`src/rtl/mc14500_prog_fetch.sv`:
```
// Program-store front end for the MC14500 core: loads DEPTH bytes from SPI NOR (READ 0x03) after reset, then serves them by PC.
// Latency: instr is registered, one clk_i after pc; ready/cpu_rst_n rise 2*(32+8*DEPTH)+2 cycles after reset release or reload.
// Backpressure: none; the core is held in reset until the image is loaded, and reload is ignored while a load is in progress.
module mc14500_prog_fetch #(
   parameter int          DEPTH      = 256,
   parameter int          AW         = 8,
   parameter logic [23:0] FLASH_BASE = 24'h000000
) (
   input  logic        clk_i,
   input  logic        rst_n,
   input  logic        reload,
   input  logic [16:0] pc,
   output logic [7:0]  instr,
   output logic        ready,
   output logic        cpu_rst_n,
   output logic        spi_sclk,
   output logic        spi_cs_n,
   output logic        spi_mosi,
   input  logic        spi_miso
);

   typedef enum logic [1:0] {CMD, ADDR, DATA, DONE} state_t;

   localparam logic [7:0] CMD_BYTE = 8'h03;

   state_t          state_q, state_d;
   logic [4:0]      bit_q, bit_d;       // bit position within the current field
   logic [AW-1:0]   idx_q;              // next program byte to write
   logic            ph_q;               // 1: in phase L, next edge raises SCLK
   logic [7:0]      shift_q;
   logic [7:0]      mem_q [DEPTH];
   logic            last_d;             // the bit ending now is the final data bit
   logic [7:0]      rx_byte;
   logic            in_range;

   logic            cs_n_q, sclk_q, mosi_q, ready_q, cpu_rst_n_q;
   logic [7:0]      instr_q;

   assign instr     = instr_q;
   assign ready     = ready_q;
   assign cpu_rst_n = cpu_rst_n_q;
   assign spi_sclk  = sclk_q;
   assign spi_cs_n  = cs_n_q;
   assign spi_mosi  = mosi_q;

   assign rx_byte  = {shift_q[6:0], spi_miso};
   assign in_range = (pc >> AW) == 17'd0;

   // MOSI value for a given field bit, MSB first; data phase sends zeros.
   function automatic logic bit_of(input state_t st, input logic [4:0] b);
      logic v;
      v = 1'b0;
      case (st)
         CMD:     v = CMD_BYTE[3'(5'd7 - b)];
         ADDR:    v = FLASH_BASE[5'd23 - b];
         default: v = 1'b0;
      endcase
      return v;
   endfunction

   // Where the transfer goes after the bit currently in phase H completes.
   always_comb begin
      state_d = state_q;
      bit_d   = bit_q + 5'd1;
      last_d  = 1'b0;
      case (state_q)
         CMD: begin
            if (bit_q == 5'd7) begin
               state_d = ADDR;
               bit_d   = 5'd0;
            end
         end
         ADDR: begin
            if (bit_q == 5'd23) begin
               state_d = DATA;
               bit_d   = 5'd0;
            end
         end
         DATA: begin
            if (bit_q == 5'd7) begin
               bit_d = 5'd0;
               if (idx_q == AW'(DEPTH - 1)) begin
                  last_d = 1'b1;
               end
            end
         end
         default: ;
      endcase
   end

   // Load sequencer, SPI bit engine and program-byte server.
   always_ff @(posedge clk_i) begin
      if (!rst_n) begin
         state_q     <= CMD;
         bit_q       <= 5'd0;
         idx_q       <= '0;
         ph_q        <= 1'b0;
         shift_q     <= 8'h00;
         cs_n_q      <= 1'b1;
         sclk_q      <= 1'b0;
         mosi_q      <= 1'b0;
         ready_q     <= 1'b0;
         cpu_rst_n_q <= 1'b0;
         instr_q     <= 8'h00;
      end else begin
         case (state_q)
            DONE: begin
               if (reload) begin
                  state_q     <= CMD;
                  bit_q       <= 5'd0;
                  idx_q       <= '0;
                  ph_q        <= 1'b0;
                  shift_q     <= 8'h00;
                  cs_n_q      <= 1'b1;
                  sclk_q      <= 1'b0;
                  mosi_q      <= 1'b0;
                  ready_q     <= 1'b0;
                  cpu_rst_n_q <= 1'b0;
                  instr_q     <= 8'h00;
               end else begin
                  instr_q <= in_range ? mem_q[pc[AW-1:0]] : 8'h00;
               end
            end
            default: begin
               if (cs_n_q) begin
                  // Select the flash one cycle ahead of the first bit.
                  cs_n_q <= 1'b0;
               end else if (ph_q) begin
                  sclk_q <= 1'b1;
                  ph_q   <= 1'b0;
               end else if (!sclk_q) begin
                  // First bit after select: present it with SCLK low.
                  mosi_q <= bit_of(state_q, bit_q);
                  ph_q   <= 1'b1;
               end else begin
                  // End of phase H: sample MISO, then start the next bit or finish.
                  shift_q <= rx_byte;
                  sclk_q  <= 1'b0;
                  if (state_q == DATA && bit_q == 5'd7) begin
                     mem_q[idx_q] <= rx_byte;
                     idx_q        <= idx_q + AW'(1);
                  end
                  if (last_d) begin
                     state_q     <= DONE;
                     bit_q       <= 5'd0;
                     cs_n_q      <= 1'b1;
                     mosi_q      <= 1'b0;
                     ready_q     <= 1'b1;
                     cpu_rst_n_q <= 1'b1;
                  end else begin
                     state_q <= state_d;
                     bit_q   <= bit_d;
                     mosi_q  <= bit_of(state_d, bit_d);
                     ph_q    <= 1'b1;
                  end
               end
            end
         endcase
      end
   end

endmodule

```
`config.mk`:
```
export PLATFORM = sky130hd
export DESIGN_NAME = mc14500_prog_fetch
export DESIGN_NICKNAME = d
export VERILOG_FILES = /design/src/rtl/mc14500_prog_fetch.sv
export SDC_FILE = /design/constraint.sdc
export NUM_CORES = 2
export LEC_CHECK = 0
export ABC_AREA = 1
export CAP_MARGIN = 5
export CORE_MARGIN = 5
export CORE_UTILIZATION = 48
export DETAILED_ROUTE_END_ITERATION = 8
export PLACE_DENSITY_LB_ADDON = 0.08
export SLEW_MARGIN = 10
export SYNTH_ARGS = -nofsm -noshare
export SYNTH_HDL_FRONTEND = slang
export SYNTH_SLANG_ARGS = --single-unit
export TNS_END_PERCENT = 1
```
`constraint.sdc`:
```
create_clock -name clk_i -period 5.3 [get_ports clk_i]
set_clock_uncertainty 0.1 [all_clocks]
set_input_delay 1.59 -clock clk_i [delete_from_list [all_inputs] [get_ports clk_i]]
set_output_delay 1.59 -clock clk_i [all_outputs]
set_load 0.05 [all_outputs]
```
==> results.txt <==
----------------------------------------------------
[Run status]
  Outcome ... finished clean

[Synthesis]
  Mux cell area share after synthesis ... 0%
  Synth warnings ... 0
  Share of synthesized cell area in and, or, nand and nor gates ... ~23%
  Sequential element share of the synthesized area ... 73.9%
  Number of standard cells after synthesis ... ~7200
  Area fraction in compound gates after synthesis ... less than 1%
  Number of register bits inferred by synthesis ... 2083
  Distinct cells, synth ... 35
  Largest family of logic cells by synthesized area ... simple AND/OR/NAND/NOR gates
  Xor/xnor cell area share of the yosys netlist ... less than 1%
  Adder and majority cell fraction of the synthesized area ... less than 1%
  Mean post-synth cell area ... roughly 12 sq um
  Post-synthesis net count ... approximately 7200
  Mapped Area ... ~84000 sq um

[Global route]
  Antenna violations before repair ... 4
  Wire length of the first global-routing pass ... 351000 um
  Overall track demand over capacity in global routing ... 25.5%
  Total grt overflow ... 0
  Largest net degree at the start of global routing ... roughly 160
  Number of global-route vias before repair ... roughly 53000

[Setup path]
  Crit Path Max Fanout ... 2
  Data arrival time of the critical path ... approximately 2200 ps
  Longest individual stage delay on the worst path ... approximately 880 ps
  Endpoint kind of the worst setup timing path ... primary output
  Crit path buf inv count ... 1
  Worst-path cell chain ... clkdlybuf4s50_1
  Worst path slowest cell ... clkdlybuf4s50_1
  Crit Path Category ... flop to primary output
  Critical path data required time ... roughly 3600 ps
  Setup crit start kind ... flop
  CP top delay family ... buffers and inverters

[Place]
  Number of buffers added on ports ... 33
  Global placer's final weighted congestion ... between 0.8 and 0.9
  HPWL after detailed placement ... 138000 um
  Post-placement setup slack ... 536 ps

[Cells and area]
  Fill count ... roughly 15000
  Share of layout cells above drive strength 1 ... about 7.5%
  Multi-input gate area in the final layout ... between 15000 and 20000 sq um
  Post-layout nets ... 7132
  Total area of sequential cells ... between 60000 and 70000 sq um
  Area added between synthesis and finish ... 12.5%

[Routing]
  Starting DRC count in detailed routing ... ~5800
  WL final ... ~240000 um
  Detailed-routing iteration count for the pre-antenna-repair pass ... 6
  Routed Antenna Nets ... 0
  Vias per inst ... about 5.7
  Via count of the routed design ... about 55000
  DRC viols ... 0
  Average detailed-routed wire length per instance ... 24.8 um

[CTS]
  Count of cells resized by post-cts repair ... 0
  Clock latency on the worst-skew pair ... between 800 and 900 ps
  Number of buffers created by CTS ... about 210
  Max clock buf depth ... 3
  Quantity of hold-fixing buffers added after cts ... 0
  Depth of the CTS H-tree ... 4
  CTS Root Buffer Type ... clkbuf_16
  Clock transition at the register clock pins on the worst setup and hold paths after CTS ... 60 ps
  CTS tree ... yes
  Clock Sinks ... ~2100
  Setup Fix Bufs, Post-CTS ... 0

[Floorplan]
  Area of the die ... 184000 sq um
  Core footprint ... approximately 170000 sq um
  Io pins ... 34
  Initial core utilization ... 48.3%
  Cell row count ... ~150
  Die Span Y ... approximately 430 um
  Die X-Extent ... 429 um

[STA]
  Max-slew violation total from the final report ... 0
  Post-route setup slack ... about 1400 ps
  Max transition margin ... 24.3%
  Period utilization ... between 70% and 80%
  Final count of negative-setup-slack endpoints ... 0
  Maximum clock rate ... 254 MHz
  Slew at the pin with the worst max-slew slack ... 1130 ps
  Period minus WS final ... between 3000 and 4000 ps
  Sum of negative setup slack ... 0 ps
  RSZ-0062 raised after global routing ... no
  Final hold violation count ... 0

[Power]
  Power density over the cells ... ~360 nW/um^2
  VDD IR-drop max ... roughly 0.37 mV
  Total power consumption of the routed design ... 0.0345 W
  Lkg Pwr ... about 33 nW

[Worst hold path]
  Path class of the lowest-slack min-delay path ... flop to flop

[Flow run]
  Max_cap viols ... 0

----------------------------------------------------
[worst reg2reg max path, cell delays in order (launching register included)]
cell     delay [ps]
dfxtp_1         380
ha_1            190
nand2_1          90
inv_2            90
nand2_1          60
nor2_2          100
inv_1            60
nor3_2          260
inv_2           100
nor3_4          240
inv_4           180
nor3_4          390
nand2_2         400
nor2_1          760
[state kept, by name, summed over array words and instances (netlist names)]
register and count:
shift_q 7, mem_q 2048, spi_mosi 1, ph_q 1, spi_cs_n 1, idx_q 8
instr 8, bit_q 5, spi_sclk 1, state_q 2, cpu_rst_n 1
[layer usage]
metal | global-route usage [%] | up-vias | routed length (um)
li1 | - | 25400 | -
met1 | 36.0 | 27000 | 100000
met2 | 41.0 | 1956 | 113000
met3 | 3.52 | 388 | 16200
met4 | 8.84 | 0 | 8240
met5 | 0 | - | 0
[synthesized netlist by cell type (all sizes together)]
master / instances / area [sq um]
a2111oi: 1 / 8.76
a211oi: 1 / 7.51
a21oi: 26 / 130
a2bb2oi: 1 / 8.76
a31oi: 1 / 6.26
a32oi: 2 / 17.5
buf: 116 / 502
clkbuf: 370 / 1390
clkinv: 1 / 3.75
dfxtp: 35 / 701
edfxtp: 2048 / 61500
ha: 5 / 62.6
inv: 38 / 145
nand2: 2120 / 7980
nand3: 2062 / 10300
nand4: 1 / 6.26
nor2: 285 / 1080
nor3: 18 / 145
nor3b: 1 / 7.51
nor4: 1 / 6.26
o211ai: 2 / 15.0
o21ai: 11 / 55.1
o21bai: 1 / 7.51
o31ai: 1 / 7.51
or3: 1 / 6.26
xor2: 1 / 8.76
[path summary, 6_finish.rpt]
path / slack (ps) / end / from / depth (start not counted)
worst min register to register: 390 / state_q[1] / state_q[1] / 2
worst min-delay path: 390 / state_q[1] / state_q[1] / 2
worst max register to register: 1520 / mem_q[28][0] / bit_q[0] / 13
worst max-delay path: 1370 / instr[3] / instr[3] / 1
[metrics by stage]
step	instance area, sq um	hold WS [ps]	instances	utilization, %
2_1_floorplan	84100	368	7150	-
3_3_place_gp	87700	382	9215	50.4
3_5_place_dp	87700	385	9215	50.4
4_1_cts	94600	395	9608	54.4
5_1_grt	94600	430	9608	54.4
6_report	94600	393	9609	54.4
[area by class of cell]
class	count	area share (%)
multi-input cells	4542	21.1
repair buffers	226	2.62
flip-flops and latches	2083	65.8
clock buffers	265	5.95
diodes	1	0.00264
well taps	2325	3.07
inverters	39	0.184
clock inverters	128	1.32
[where the power goes]
| part | internal (W) | switching (W) |
|---|---|---|
| clock network | 0.00858 | 0.00625 |
| registers | 0.0179 | 0.0000141 |
| logic | 0.000479 | 0.00127 |
| total | 0.0269 | 0.00753 |
[layout by cell type, fill, tap and decap left out, drive strengths merged]
cell type      count
o21bai             1
nand2           2120
buf              200
nor3b              1
a2bb2oi            1
inv               42
dfxtp             35
clkinv            90
clkbuf           265
bufinv            22
o21ai             11
nor2             285
o31ai              1
clkdlybuf4s50     26
a21oi             26
nor4               1
nand4              1
o211ai             2
clkinvlp          13
nand3           2062
a211oi             1
a32oi              2
or3                1
ha                 5
edfxtp          2048
xor2               1
nor3              18
diode              1
a31oi              1
a2111oi            1
[logic make-up (layout without fill, tap and decap cells)]
| group | count (synthesis) | in the layout |
|---|---|---|
| other | 0 | 1 |
| AO/OA/AOI/OAI | 47 | 47 |
| flip-flops | 2083 | 2083 |
| XOR/XNOR | 1 | 1 |
| AND/OR/NAND/NOR | 4489 | 4489 |
| buffers and inverters | 525 | 658 |
| adder cells (fa/ha/maj) | 5 | 5 |
(Power assumes the default switching activity.)
